`config.mk`:
```
export PLATFORM = sky130hd
export DESIGN_NAME = ru_access_scheduler
export DESIGN_NICKNAME = d
export VERILOG_FILES = /design/src/rtl/ru_pkg.sv /design/src/rtl/ru_access_scheduler_rr_arbiter.sv /design/src/rtl/ru_access_scheduler.sv
export SDC_FILE = /design/constraint.sdc
export NUM_CORES = 1
export LEC_CHECK = 0
export ABC_AREA = 1
export CORE_ASPECT_RATIO = 0.8
export CORE_MARGIN = 5
export CORE_UTILIZATION = 60
export CTS_CLUSTER_SIZE = 12
export DETAILED_ROUTE_END_ITERATION = 10
export DONT_BUFFER_PORTS = 1
export HOLD_SLACK_MARGIN = 0.15
export PLACE_DENSITY = 0.84
export SLEW_MARGIN = 10
export SYNTH_ARGS = -nofsm -noshare
export SYNTH_HDL_FRONTEND = slang
export SYNTH_SLANG_ARGS = --single-unit
```
`constraint.sdc`:
```
create_clock -name clock -period 5.4 [get_ports clock]
set_input_delay 1.08 -clock clock [delete_from_list [all_inputs] [get_ports clock]]
set_output_delay 1.08 -clock clock [all_outputs]
set_load 0.005 [all_outputs]
```
`src/rtl/ru_pkg.sv`:
```
// Shared definitions for the Remote Update access scheduler:
// parameter codes, reason-bit positions, FSM states and the reconfig hold helper.
package ru_pkg;

  // Remote Update parameter select codes
  localparam logic [2:0] RU_P_CONFDONE = 3'b001;
  localparam logic [2:0] RU_P_WDOG_EN  = 3'b011;
  localparam logic [2:0] RU_P_BOOTADDR = 3'b100;
  localparam logic [2:0] RU_P_OSCINT   = 3'b110;
  localparam logic [2:0] RU_P_REASON   = 3'b111;

  // Bit positions inside the reconfiguration reason word
  localparam int RU_REASON_CRC = 3;

  // Data widths of the megafunction ports
  localparam int RU_WDATA_W = 22;
  localparam int RU_RDATA_W = 24;

  typedef enum logic [2:0] {
    ST_INIT,
    ST_IDLE,
    ST_ISSUE,
    ST_SETTLE,
    ST_WAIT,
    ST_DONE,
    ST_RECONF,
    ST_LOCKED
  } ru_state_t;

  // Cycles needed to cover a 250 ns reconfig pulse, rounded up
  function automatic int hold_cycles(input int clk_mhz);
    return (clk_mhz * 250 + 999) / 1000;
  endfunction

endpackage

```
`src/rtl/ru_access_scheduler_rr_arbiter.sv`:
```
// Round-robin arbiter: grants the first requester at or after ptr,
// wrapping around to the lowest index when nothing at or above ptr is set.
module rr_arbiter #(
  parameter int N = 3
) (
  input  logic [N-1:0]         req,
  input  logic [$clog2(N)-1:0] ptr,
  output logic [N-1:0]         grant,
  output logic                 valid
);

  int idx;

  // Scan requesters starting at ptr; the first set bit wins
  always_comb begin
    grant = '0;
    valid = 1'b0;
    idx   = 0;
    for (int i = 0; i < N; i++) begin
      idx = (int'(ptr) + i) % N;
      if (!valid && req[idx]) begin
        grant[idx] = 1'b1;
        valid      = 1'b1;
      end
    end
  end

endmodule

```
`src/rtl/ru_access_scheduler.sv`:
```
// Shared-access scheduler for the Remote Update megafunction. Serialises
// parameter reads/writes from several requesters, waits out busy, returns
// read data, and drives a reconfig pulse that locks the block until reset.
module ru_access_scheduler
  import ru_pkg::*;
#(
  parameter int NUM_REQ = 3,
  parameter int CLK_MHZ = 125,
  parameter int TIMEOUT = 4096
) (
  input  logic                    clock,
  input  logic                    reset,
  input  logic [NUM_REQ-1:0]      req,
  input  logic [NUM_REQ-1:0]      req_write,
  input  logic [3*NUM_REQ-1:0]    req_param,
  input  logic [2*NUM_REQ-1:0]    req_source,
  input  logic [22*NUM_REQ-1:0]   req_data,
  output logic [NUM_REQ-1:0]      ack,
  output logic                    err,
  output logic [RU_RDATA_W-1:0]   rd_data,
  input  logic                    reconfig_req,
  output logic                    init_done,
  output logic                    reconfig_active,
  output logic                    ru_reset,
  output logic                    ru_write_param,
  output logic                    ru_read_param,
  output logic                    ru_reconfig,
  output logic [2:0]              ru_param,
  output logic [1:0]              ru_read_source,
  output logic [RU_WDATA_W-1:0]   ru_data_in,
  input  logic                    ru_busy,
  input  logic [RU_RDATA_W-1:0]   ru_data_out
);

  localparam int PW   = $clog2(NUM_REQ);
  localparam int HOLD = hold_cycles(CLK_MHZ);
  localparam int HW   = $clog2(HOLD + 1);
  localparam int TW   = $clog2(TIMEOUT + 1);

  localparam logic [HW-1:0]      HOLD_LAST  = HW'(HOLD);
  localparam logic [TW-1:0]      TIMER_LAST = TW'(TIMEOUT - 1);
  localparam logic [PW-1:0]      IDX_LAST   = PW'(NUM_REQ - 1);
  localparam logic [NUM_REQ-1:0] ONE_HOT0   = NUM_REQ'(1);

  ru_state_t            state;
  logic [PW-1:0]        rr_ptr;
  logic [PW-1:0]        cur_idx;
  logic                 cur_write;
  logic                 init_seen;
  logic [TW-1:0]        timer;
  logic [HW-1:0]        hold_cnt;

  logic [NUM_REQ-1:0]   grant_onehot;
  logic                 grant_valid;
  logic [PW-1:0]        grant_idx;

  rr_arbiter #(
    .N(NUM_REQ)
  ) u_arb (
    .req   (req),
    .ptr   (rr_ptr),
    .grant (grant_onehot),
    .valid (grant_valid)
  );

  // Convert the one-hot grant into an index for slicing the request buses
  always_comb begin
    grant_idx = '0;
    for (int i = 0; i < NUM_REQ; i++) begin
      if (grant_onehot[i]) begin
        grant_idx = PW'(i);
      end
    end
  end

  // Main sequencer: every megafunction control and handshake output is registered here
  always_ff @(posedge clock) begin
    if (reset) begin
      state           <= ST_INIT;
      rr_ptr          <= '0;
      cur_idx         <= '0;
      cur_write       <= 1'b0;
      init_seen       <= 1'b0;
      timer           <= '0;
      hold_cnt        <= '0;
      ack             <= '0;
      err             <= 1'b0;
      rd_data         <= '0;
      init_done       <= 1'b0;
      reconfig_active <= 1'b0;
      ru_reset        <= 1'b1;
      ru_write_param  <= 1'b0;
      ru_read_param   <= 1'b0;
      ru_reconfig     <= 1'b0;
      ru_param        <= '0;
      ru_read_source  <= '0;
      ru_data_in      <= '0;
    end else begin
      case (state)
        ST_INIT: begin
          ru_reset  <= 1'b0;
          init_seen <= 1'b1;
          if (init_seen && !ru_busy) begin
            state     <= ST_IDLE;
            init_done <= 1'b1;
          end
        end

        ST_IDLE: begin
          if (reconfig_req) begin
            state           <= ST_RECONF;
            ru_reconfig     <= 1'b1;
            reconfig_active <= 1'b1;
            hold_cnt        <= '0;
          end else if (grant_valid) begin
            cur_idx        <= grant_idx;
            cur_write      <= req_write[grant_idx];
            ru_param       <= req_param[3*grant_idx +: 3];
            ru_read_source <= req_source[2*grant_idx +: 2];
            ru_data_in     <= req_data[22*grant_idx +: 22];
            ru_write_param <= req_write[grant_idx];
            ru_read_param  <= !req_write[grant_idx];
            state          <= ST_ISSUE;
          end
        end

        ST_ISSUE: begin
          ru_write_param <= 1'b0;
          ru_read_param  <= 1'b0;
          state          <= ST_SETTLE;
        end

        ST_SETTLE: begin
          timer <= '0;
          state <= ST_WAIT;
        end

        ST_WAIT: begin
          if (!ru_busy) begin
            state <= ST_DONE;
            ack   <= ONE_HOT0 << cur_idx;
            err   <= 1'b0;
            if (!cur_write) begin
              rd_data <= ru_data_out;
            end
          end else if (timer == TIMER_LAST) begin
            state <= ST_DONE;
            ack   <= ONE_HOT0 << cur_idx;
            err   <= 1'b1;
          end else begin
            timer <= timer + 1'b1;
          end
        end

        ST_DONE: begin
          ack    <= '0;
          err    <= 1'b0;
          rr_ptr <= (cur_idx == IDX_LAST) ? '0 : cur_idx + 1'b1;
          state  <= ST_IDLE;
        end

        ST_RECONF: begin
          if (hold_cnt == HOLD_LAST) begin
            state <= ST_LOCKED;
          end else begin
            hold_cnt <= hold_cnt + 1'b1;
          end
        end

        ST_LOCKED: begin
          state <= ST_LOCKED;
        end

        default: begin
          state <= ST_INIT;
        end
      endcase
    end
  end

endmodule

```
==> reports/qor.yml <==
crit_arrival_ns: 3.60
vias: 4569
synth_nets: 854
r2r_start: "rr_ptr[0]"
avgSynthCellArea_um2: 6.64
gr-usage-all-layers_pct: 23.9
endpoint_kind: "flop"
nets: 830
root_buffer: "clkbuf_8"
initial_core_util_pct: 61.5
min_period_ns: 3.34
fmax_mhz: 299
post_cts_resized: 0
synth_ff_type: "dfxtp_1"
die_w_um: 111
synth_edf_count: 0
die_h_um: 90.5
setup_violations: 0
drc_errors: 0
vias_per_cell: 5.57
cp-start-kind: "flop"
powerDensity_nw_per_um2: 358
ys_seq_elements: 88
place_congestion: 0.859
firstDrtPassIters: 5
layout_commonest_cell: "nand2_1"
setup_ws_ns: 2.06
hold_start: "hold_cnt[4]"
reg2reg_slack_ns: 2.06
grt_overflow: 0
max-slew-margin-rel_pct: 50.3
clkTransAtPathRegs_ns: 0.10
drt-met1-wl_um: 4900
grt_pass1_wl_um: 20100
yosys.area.top_type_share_pct: 36.2
hpwl_um: 8840
postRouteWirelength_um: 12300
whs_path_depth: 1
cts.sinks: 88
syn_area_um2: 4860
wl_met3_um: 1060
yosys.cell_types.count: 34
hold_buffers: 0
status: "completed"
post-route-period-util_pct: 61.8
top_layer_used: "met4"
leakage_uw: 0.00207
clkLatencyLatePin_ns: 0.36
grt_antenna_before_repair: 0
worstHoldEndpoint: "hold_cnt[4]"
yosysTopAreaCell: "dfxtp_1"
layout-drive-gt1-share_pct: 10.9
maxCapViolations: 0
dieArea_um2: 10000
skew_ns: 0.0166
rows: 29
hold_viol_final: 0
seq_area_frac_synth_pct: 36.2
syn2layout_area_growth_pct: 2.70
layout_common_cells: "nand2_1, inv_1, a21oi_1"
reg2reg_to: "ru_data_in[12]"
seq_area_um2: 1760
peakVddDrop_mv: 0.210
worstSetupPathType: "reg -> reg"
tightest_slew_ns: 0.743
crit_required_ns: 5.66
whs_ns: 0.460
wl_per_cell_um: 15.0
cts_buffers: 9
synth-warning-count: 0
hold_class: "reg -> reg"
maxSlewViolCount: 0
ant_nets: 0
numPortBuffers: 0
fill_cells: 738
core_area_um2: 7910
multi_input_area_um2: 2490
met2_length_um: 6210
async_flop_share_pct: 0
clockBufferDepth: 2
pre_cts_ws_ns: 1.86
rr_worst_depth: 12
grt_setup_unrepaired: "false"
fin_setup_tns_ns: 0
ys_top_cells_by_area: "dfxtp_1, nand2_1, a21oi_1, nand3_1, inv_1"
io_pins: 176
cp_max_fo: 33
cts_tree: "done"
grt_pass1_vias: 4304
antenna-diode-count: 0
cts_setup_buffers: 0
grt_max_degree: 62
drt_iter0_markers: 309
cts-htree-levels: 3
syn-instance-count: 732
==> synthesized netlist by cell type (2+ instances only) <==
cell	n
nand3_1	72
inv_1	91
buf_6	3
buf_2	12
nand3_4	2
nor3_1	9
buf_4	4
nand2_2	7
o21ai_1	4
xor2_1	3
nand2_1	193
a21oi_2	19
ha_1	7
o21ai_0	14
clkbuf_1	16
dfxtp_1	88
nor2_1	55
nand2_4	2
a21oi_1	89
nand4_1	5
nand3_2	12
inv_2	13
==> worst max-delay path by stage <==
stage          cells after the start  slack [ns]       from        endpoint
6_report                          12        2.06  rr_ptr[0]  ru_data_in[12]
2_1_floorplan                     13        3.15     req[2]  ru_data_in[15]
4_1_cts                           11        2.06  rr_ptr[0]  ru_data_in[12]
3_5_place_dp                       9        1.86     req[0]   ru_data_in[3]
3_3_place_gp                      10        1.92     req[0]  ru_data_in[19]
5_1_grt                           12        1.79  rr_ptr[0]  ru_data_in[12]
==> power by group <==
part	leakage, uW	switching (uW)	internal, uW
logic	0.00126	364	158
registers	0.000712	79.2	735
clock network	0.0000970	269	182
total	0.00207	712	1070
==> sequential cells by signal, summed over array words and instances, names as in the netlist, 2 cells and up <==
| name | flops |
|---|---|
| timer | 13 |
| state | 3 |
| rd_data | 24 |
| ru_param | 3 |
| cur_idx | 2 |
| ru_read_source | 2 |
| hold_cnt | 6 |
| ru_data_in | 22 |
| rr_ptr | 2 |
| ack | 3 |
==> layout make-up <==
class / count / area share (%)
flip-flops and latches: 88 / 35.3
well taps: 108 / 2.71
multi-input cells: 502 / 49.8
repair buffers: 2 / 0.376
inverters: 105 / 7.92
clock buffers: 9 / 2.48
clock inverters: 7 / 1.45
==> cell families after synthesis <==
kind of cell / count (synthesis) / synth area share [%]
AO/OA/AOI/OAI: 129 / 14.9
XOR/XNOR: 3 / 0.541
adder cells (fa/ha/maj): 7 / 1.80
buffers and inverters: 142 / 12.6
flip-flops: 88 / 36.2
AND/OR/NAND/NOR: 363 / 33.9
==> per-layer routing <==
| metal | vias up | global-route usage, % |
|---|---|---|
| li1 | 2276 | - |
| met1 | 2092 | 27.6 |
| met2 | 187 | 42.4 |
| met3 | 14 | 8.17 |
| met4 | 0 | 5.54 |
| met5 | - | 0 |
==> through the flow <==
step / cells / total power, uW / instance area, um^2 / util (%)
floorplan: 732 / 1280 / 4860 / -
global placement: 804 / 1320 / 4790 / 60.5
detailed placement: 804 / 1340 / 4790 / 60.5
CTS: 820 / 1790 / 4980 / 63.0
global route: 821 / 1910 / 4990 / 63.1
finish: 821 / 1790 / 4990 / 63.1
==> critical path, stage by stage, from the launching register on <==
cell	delay (ns)
dfxtp_1	0.38
inv_1	0.09
ha_1	0.39
inv_2	0.14
nand3_2	0.08
nand3_2	0.14
nand3_1	0.10
nand2_2	0.50
clkinv_2	0.68
nand3_4	0.48
nor2_1	0.09
nand2_1	0.09
a21oi_2	0.05
Note: power is estimated with default switching activity, not from simulation.
